<file path="src/rtl/mux_nx1_arb_if.sv">
// mux_nx1_arb_if: N-channel mux bus (inputs, select, registered output).
// master drives channels/select/out_ready; slave is the mux side.
interface mux_nx1_arb_if #(
  parameter int WIDTH  = 32,
  parameter int NUM_IN = 4
);
  localparam int SEL_W = $clog2(NUM_IN);

  logic [NUM_IN*WIDTH-1:0] in_data;
  logic [NUM_IN-1:0]       in_valid;
  logic [NUM_IN-1:0]       in_ready;
  logic                    mode;
  logic [SEL_W-1:0]        control;
  logic [WIDTH-1:0]        out_data;
  logic [SEL_W-1:0]        out_src;
  logic                    out_valid;
  logic                    out_ready;

  modport master (
    output in_data, in_valid, mode, control, out_ready,
    input  in_ready, out_data, out_src, out_valid
  );

  modport slave (
    input  in_data, in_valid, mode, control, out_ready,
    output in_ready, out_data, out_src, out_valid
  );
endinterface

</file>
<file path="src/rtl/mux_nx1_arb.sv">
// mux_nx1_arb: N-to-1 mux, directed or round-robin, registered output.
// Ports: clk, rst_n (async low), bus (mux_nx1_arb_if.slave).
// Bus: in_data/in_valid/in_ready per channel, mode (1=rr), control,
//   out_data/out_src/out_valid/out_ready.
// Option: MUX_SKID_EN adds a 1-entry skid reg; in_ready then
//   no longer depends on out_ready.
module mux_nx1_arb #(
  parameter int WIDTH  = 32,
  parameter int NUM_IN = 4
) (
  input logic          clk,
  input logic          rst_n,
  mux_nx1_arb_if.slave bus
);
  localparam int SEL_W = $clog2(NUM_IN);
  localparam logic [SEL_W-1:0] LAST = SEL_W'(NUM_IN - 1);

  logic [WIDTH-1:0]  out_data_q, out_data_d;
  logic [SEL_W-1:0]  out_src_q, out_src_d;
  logic              out_vld_q, out_vld_d;
  logic [SEL_W-1:0]  rr_ptr_q, rr_ptr_d;
`ifdef MUX_SKID_EN
  logic [WIDTH-1:0]  skid_data_q, skid_data_d;
  logic [SEL_W-1:0]  skid_src_q, skid_src_d;
  logic              skid_vld_q, skid_vld_d;
`endif

  logic [SEL_W-1:0]  gnt;
  logic              gnt_vld;
  logic              can_accept;
  logic              xfer;
  logic [WIDTH-1:0]  sel_data;
  logic [NUM_IN-1:0] rdy;
  logic [SEL_W-1:0]  rr_nxt;
  int                idx;

`ifdef MUX_SKID_EN
  assign can_accept = !skid_vld_q;
`else
  assign can_accept = !out_vld_q || bus.out_ready;
`endif

  // Grant: control in directed mode, else the first valid channel
  // scanning upward from rr_ptr with wrap at NUM_IN.
  always_comb begin
    gnt     = '0;
    gnt_vld = 1'b0;
    idx     = 0;
    if (!bus.mode) begin
      gnt     = bus.control;
      gnt_vld = int'({1'b0, bus.control}) < NUM_IN;
    end else begin
      for (int k = 0; k < NUM_IN; k++) begin
        idx = int'({1'b0, rr_ptr_q}) + k;
        if (idx >= NUM_IN) idx = idx - NUM_IN;
        if (!gnt_vld && bus.in_valid[idx]) begin
          gnt_vld = 1'b1;
          gnt     = SEL_W'(idx);
        end
      end
    end
  end

  always_comb begin
    rdy = '0;
    if (gnt_vld && can_accept) rdy[gnt] = 1'b1;
  end

  assign xfer     = gnt_vld && can_accept && bus.in_valid[gnt];
  assign sel_data = bus.in_data[int'(gnt)*WIDTH +: WIDTH];
  assign rr_nxt   = (gnt == LAST) ? '0 : gnt + 1'b1;

  always_comb begin
    out_data_d = out_data_q;
    out_src_d  = out_src_q;
    out_vld_d  = out_vld_q;
    rr_ptr_d   = rr_ptr_q;
    if (xfer && bus.mode) rr_ptr_d = rr_nxt;
`ifdef MUX_SKID_EN
    skid_data_d = skid_data_q;
    skid_src_d  = skid_src_q;
    skid_vld_d  = skid_vld_q;
    if (!out_vld_q || bus.out_ready) begin
      // Skid word is older than anything arriving now, so it goes first.
      if (skid_vld_q) begin
        out_data_d = skid_data_q;
        out_src_d  = skid_src_q;
        out_vld_d  = 1'b1;
        skid_vld_d = 1'b0;
      end else if (xfer) begin
        out_data_d = sel_data;
        out_src_d  = gnt;
        out_vld_d  = 1'b1;
      end else begin
        out_vld_d  = 1'b0;
      end
    end else if (xfer) begin
      skid_data_d = sel_data;
      skid_src_d  = gnt;
      skid_vld_d  = 1'b1;
    end
`else
    if (xfer) begin
      out_data_d = sel_data;
      out_src_d  = gnt;
      out_vld_d  = 1'b1;
    end else if (bus.out_ready) begin
      out_vld_d  = 1'b0;
    end
`endif
  end

  always_ff @(posedge clk or negedge rst_n) begin
    if (!rst_n) begin
      out_data_q  <= '0;
      out_src_q   <= '0;
      out_vld_q   <= 1'b0;
      rr_ptr_q    <= '0;
`ifdef MUX_SKID_EN
      skid_data_q <= '0;
      skid_src_q  <= '0;
      skid_vld_q  <= 1'b0;
`endif
    end else begin
      out_data_q  <= out_data_d;
      out_src_q   <= out_src_d;
      out_vld_q   <= out_vld_d;
      rr_ptr_q    <= rr_ptr_d;
`ifdef MUX_SKID_EN
      skid_data_q <= skid_data_d;
      skid_src_q  <= skid_src_d;
      skid_vld_q  <= skid_vld_d;
`endif
    end
  end

  assign bus.in_ready  = rdy;
  assign bus.out_data  = out_data_q;
  assign bus.out_src   = out_src_q;
  assign bus.out_valid = out_vld_q;
endmodule

</file>
<file path="src/flat_wrapper.sv">
// flat-port wrapper written by rule: the top's interface ports become plain ports
module mux_nx1_arb_flat 
#(
  parameter int WIDTH  = 32,
  parameter int NUM_IN = 4
)
  (clk, rst_n, bus_in_data, bus_in_valid, bus_mode, bus_control, bus_out_ready, bus_in_ready, bus_out_data, bus_out_src, bus_out_valid);
  mux_nx1_arb_if #(.WIDTH(WIDTH), .NUM_IN(NUM_IN)) bus_i ();
  input logic clk;
  input logic rst_n;
  input wire logic [$bits(bus_i.in_data)-1:0] bus_in_data;
  input wire logic [$bits(bus_i.in_valid)-1:0] bus_in_valid;
  input wire logic [$bits(bus_i.mode)-1:0] bus_mode;
  input wire logic [$bits(bus_i.control)-1:0] bus_control;
  input wire logic [$bits(bus_i.out_ready)-1:0] bus_out_ready;
  output wire logic [$bits(bus_i.in_ready)-1:0] bus_in_ready;
  output wire logic [$bits(bus_i.out_data)-1:0] bus_out_data;
  output wire logic [$bits(bus_i.out_src)-1:0] bus_out_src;
  output wire logic [$bits(bus_i.out_valid)-1:0] bus_out_valid;
  assign bus_i.in_data = bus_in_data;
  assign bus_i.in_valid = bus_in_valid;
  assign bus_i.mode = bus_mode;
  assign bus_i.control = bus_control;
  assign bus_i.out_ready = bus_out_ready;
  assign bus_in_ready = bus_i.in_ready;
  assign bus_out_data = bus_i.out_data;
  assign bus_out_src = bus_i.out_src;
  assign bus_out_valid = bus_i.out_valid;
  mux_nx1_arb #(.WIDTH(WIDTH), .NUM_IN(NUM_IN)) u_core (.clk(clk), .rst_n(rst_n), .bus(bus_i));
endmodule
</file>
<file path="config.mk">
export PLATFORM = sky130hd
export DESIGN_NAME = mux_nx1_arb_flat
export DESIGN_NICKNAME = d
export VERILOG_FILES = /design/src/rtl/mux_nx1_arb_if.sv /design/src/rtl/mux_nx1_arb.sv /design/src/flat_wrapper.sv
export SDC_FILE = /design/constraint.sdc
export NUM_CORES = 1
export LEC_CHECK = 0
export CAP_MARGIN = 10
export CORE_MARGIN = 2
export CORE_UTILIZATION = 33
export CTS_CLUSTER_DIAMETER = 50
export DETAILED_ROUTE_END_ITERATION = 7
export GPL_ROUTABILITY_DRIVEN = 1
export PLACE_DENSITY = 0.85
export SYNTH_ARGS = -nofsm -noshare
export SYNTH_HDL_FRONTEND = slang
export SYNTH_SLANG_ARGS = --single-unit
</file>
<file path="constraint.sdc">
create_clock -name clk -period 2.4 [get_ports clk]
set_input_delay 0.48 -clock clk [delete_from_list [all_inputs] [get_ports clk]]
set_output_delay 0.48 -clock clk [all_outputs]
set_load 0.005 [all_outputs]
</file>
==> run metrics <==
minimum clock period 2430 ps; num rows 32; Sinks on Clock Net 37; synth-to-layout area growth 96.2%; end-of-flow core utilization 67.2%; first-pass GRT wire length 14,700 µm; clock skew 4.07 ps; RSZ-0062 raised after global routing yes; fraction of registers with async set/reset between 90% and 100%; MaxCap Viol Count 0; Die Wd ~94 µm; max-slew violation count 0; First DRT Iteration DRCs 45; Slew @ Worst Pin between 900 and 1000 ps; Unique masters post-synth between 40 and 50; Cells after Synth 177; Top FF cell, synth dfrtp_1; ratio of cells with drive above 1 in the final layout about two fifths; pin count of the biggest net entering global routing 38; critical path launch point u_core.rr_ptr_q[0]; Worst-path clk slew 80 ps; Worst setup EP type register; Synth warnings 0; Final Power between 0.004 and 0.005 W; Setup WS post-layout -28.6 ps; post-DR wirelength/cell ~21 µm; failing checks setup timing; CTS Buf Count 5; FF-to-FF Start u_core.rr_ptr_q[0]; Leak roughly 2.1 nW; overall die height 93.8 µm; crit-path max FO 7; Max clock buf depth 2; crit path DAT approximately 2600 ps; power density over cell area roughly 860 nW/µm²; boundary pin count between 150 and 200; synthesized cell area ~2700 µm²; total of flip-flops plus latches after synthesis 37; Ant. Diodes 0; final worst-path cycle share 101%; Startpoint Class register; via count 2,547; Area contributors post-synth dfrtp_1, mux4_2, mux2_4, mux2_2, buf_6; Worst Reg2Reg Path Length in Cells 10; DRC Markers 0; average size of a mapped cell approximately 15 µm²; via-per-instance ratio between 5 and 6; setup TNS -324 ps; Port Buffers about 180; post-synthesis sequential area ratio a little over a third; routability cong. around 0.98; overall routing resource usage a little over a fifth; final hold violation count 0; # H-tree levels 2; Crit Path Category register to register; post-synth net total 317; Worst slew margin between 30% and 40%; 1st-pass router iterations 4; fill cell count around 600; CTS tree done; Setup violations, final 24; clk_lat worst skew around 290 ps; root buf cell clkbuf_8; DRT antenna net count 0; Post-Route WL approximately 10,000 µm; Final nets around 530; vias in the first global route 2,871; initial antenna violation count 0; worst vdd ir just over 0.5 mV; Required @ worst endpoint 2570 ps; most frequent cell after synthesis dfrtp_1; proportion of netlist area held by the largest area contributor a little over a third; DP HPWL approximately 7100 µm; initial core utilization around a third; Hold Crit Class input pin to asynchronous set/reset pin; Synth area leader dfrtp_1; gr ovfl total 0; status finished, violations left; FMAX 412 MHz; Synth top cells by count dfrtp_1, mux4_2, mux2_4; Core Box Area roughly 7800 µm²; die area a little under 9000 µm²; EDFF count, synth 0
## metrics by stage
stage	setup WS (ps)	hold WS (ps)	instance area [µm²]	instances
2_1_floorplan	52.7	184	2670	177
3_3_place_gp	-568	473	4680	465
3_5_place_dp	-690	484	4680	465
4_1_cts	-39.9	344	4980	483
5_1_grt	-100	391	5220	489
6_report	-28.6	317	5220	489
## routing by layer
layer | vias to the layer above | part of all wire, % | track usage [%]
li1 | 1130 | - | -
met4 | 0 | 0.92 | 4.71
met2 | 134 | 53 | 41.6
met3 | 11 | 9.3 | 6.66
met1 | 1272 | 36 | 23.5
met5 | - | 0 | 0
## report_power, final
group | internal, W | switching (W) | total [W]
registers | 0.000947 | 0.000188 | 0.00113
logic | 0.00195 | 0.000954 | 0.00290
clock network | 0.000227 | 0.000228 | 0.000456
## cells by family after synthesis
group | share of synthesized area (%)
DFF | 34.8
adders and majority gates | 0.941
buffers and inverters | 4.23
and+or+nand+nor | 7.57
AOI/OAI and AO/OA | 7.15
muxes | 45.3
## placed cells by master (no fill, tap or decap), types with 3 or more instances in the layout
master           instances
a31oi_4                  3
dfrtp_1                 35
mux2_2                  12
mux2_4                  24
nor3b_2                  3
nand2b_1                 3
clkdlybuf4s50_1        166
mux4_2                  32
clkbuf_8                 6
nand2_1                  5
buf_4                   20
buf_2                    4
buf_6                   11
buf_12                   6
## worst max-delay path: stages, from the launching register on
cell	delay [ps]
dfrtp_2	450
and4bb_2	290
a21oi_4	160
o22ai_4	100
buf_6	120
buf_6	110
a2111oi_4	410
a31oi_4	60
buf_12	160
clkbuf_16	160
mux2_4	290
## state kept, by name (all words and copies together), names as in the netlist
name,cells
u_core.bus.out_valid,1
u_core.bus.out_data,32
u_core.rr_ptr_q,2
u_core.bus.out_src,2
## cell type report
| type | instances | area [µm²] | area share [%] |
|---|---|---|---|
| flip-flops and latches | 37 | 928 | 17.8 |
| multi-input cells | 123 | 1810 | 34.7 |
| repair buffers | 217 | 2240 | 43.0 |
| clock buffers | 6 | 82.6 | 1.58 |
| well taps | 102 | 128 | 2.45 |
| clock inverters | 1 | 7.51 | 0.144 |
| inverters | 3 | 18.8 | 0.360 |
## worst paths after layout
kind | end | slack, ps
min in group clk | u_core.bus.out_data[28] | 510
min | u_core.bus.out_data[14] | 320
max reg2reg | u_core.bus.out_data[11] | -30
min reg2reg | u_core.bus.out_data[28] | 510
max in group asynchronous | u_core.rr_ptr_q[1] | 1460
max | u_core.bus.out_data[11] | -30
## what timing repair did
item                                   4_1_cts  5_1_grt
pin swaps                                    9        8
hold buffers                                 0        0
endpoints found under the hold margin        0        0
setup endpoints to repair                   39       39
buffers inserted                            11        3
cloned                                       2        3
gates resized for setup                     48       35
Power figures use the tool's default switching activity.
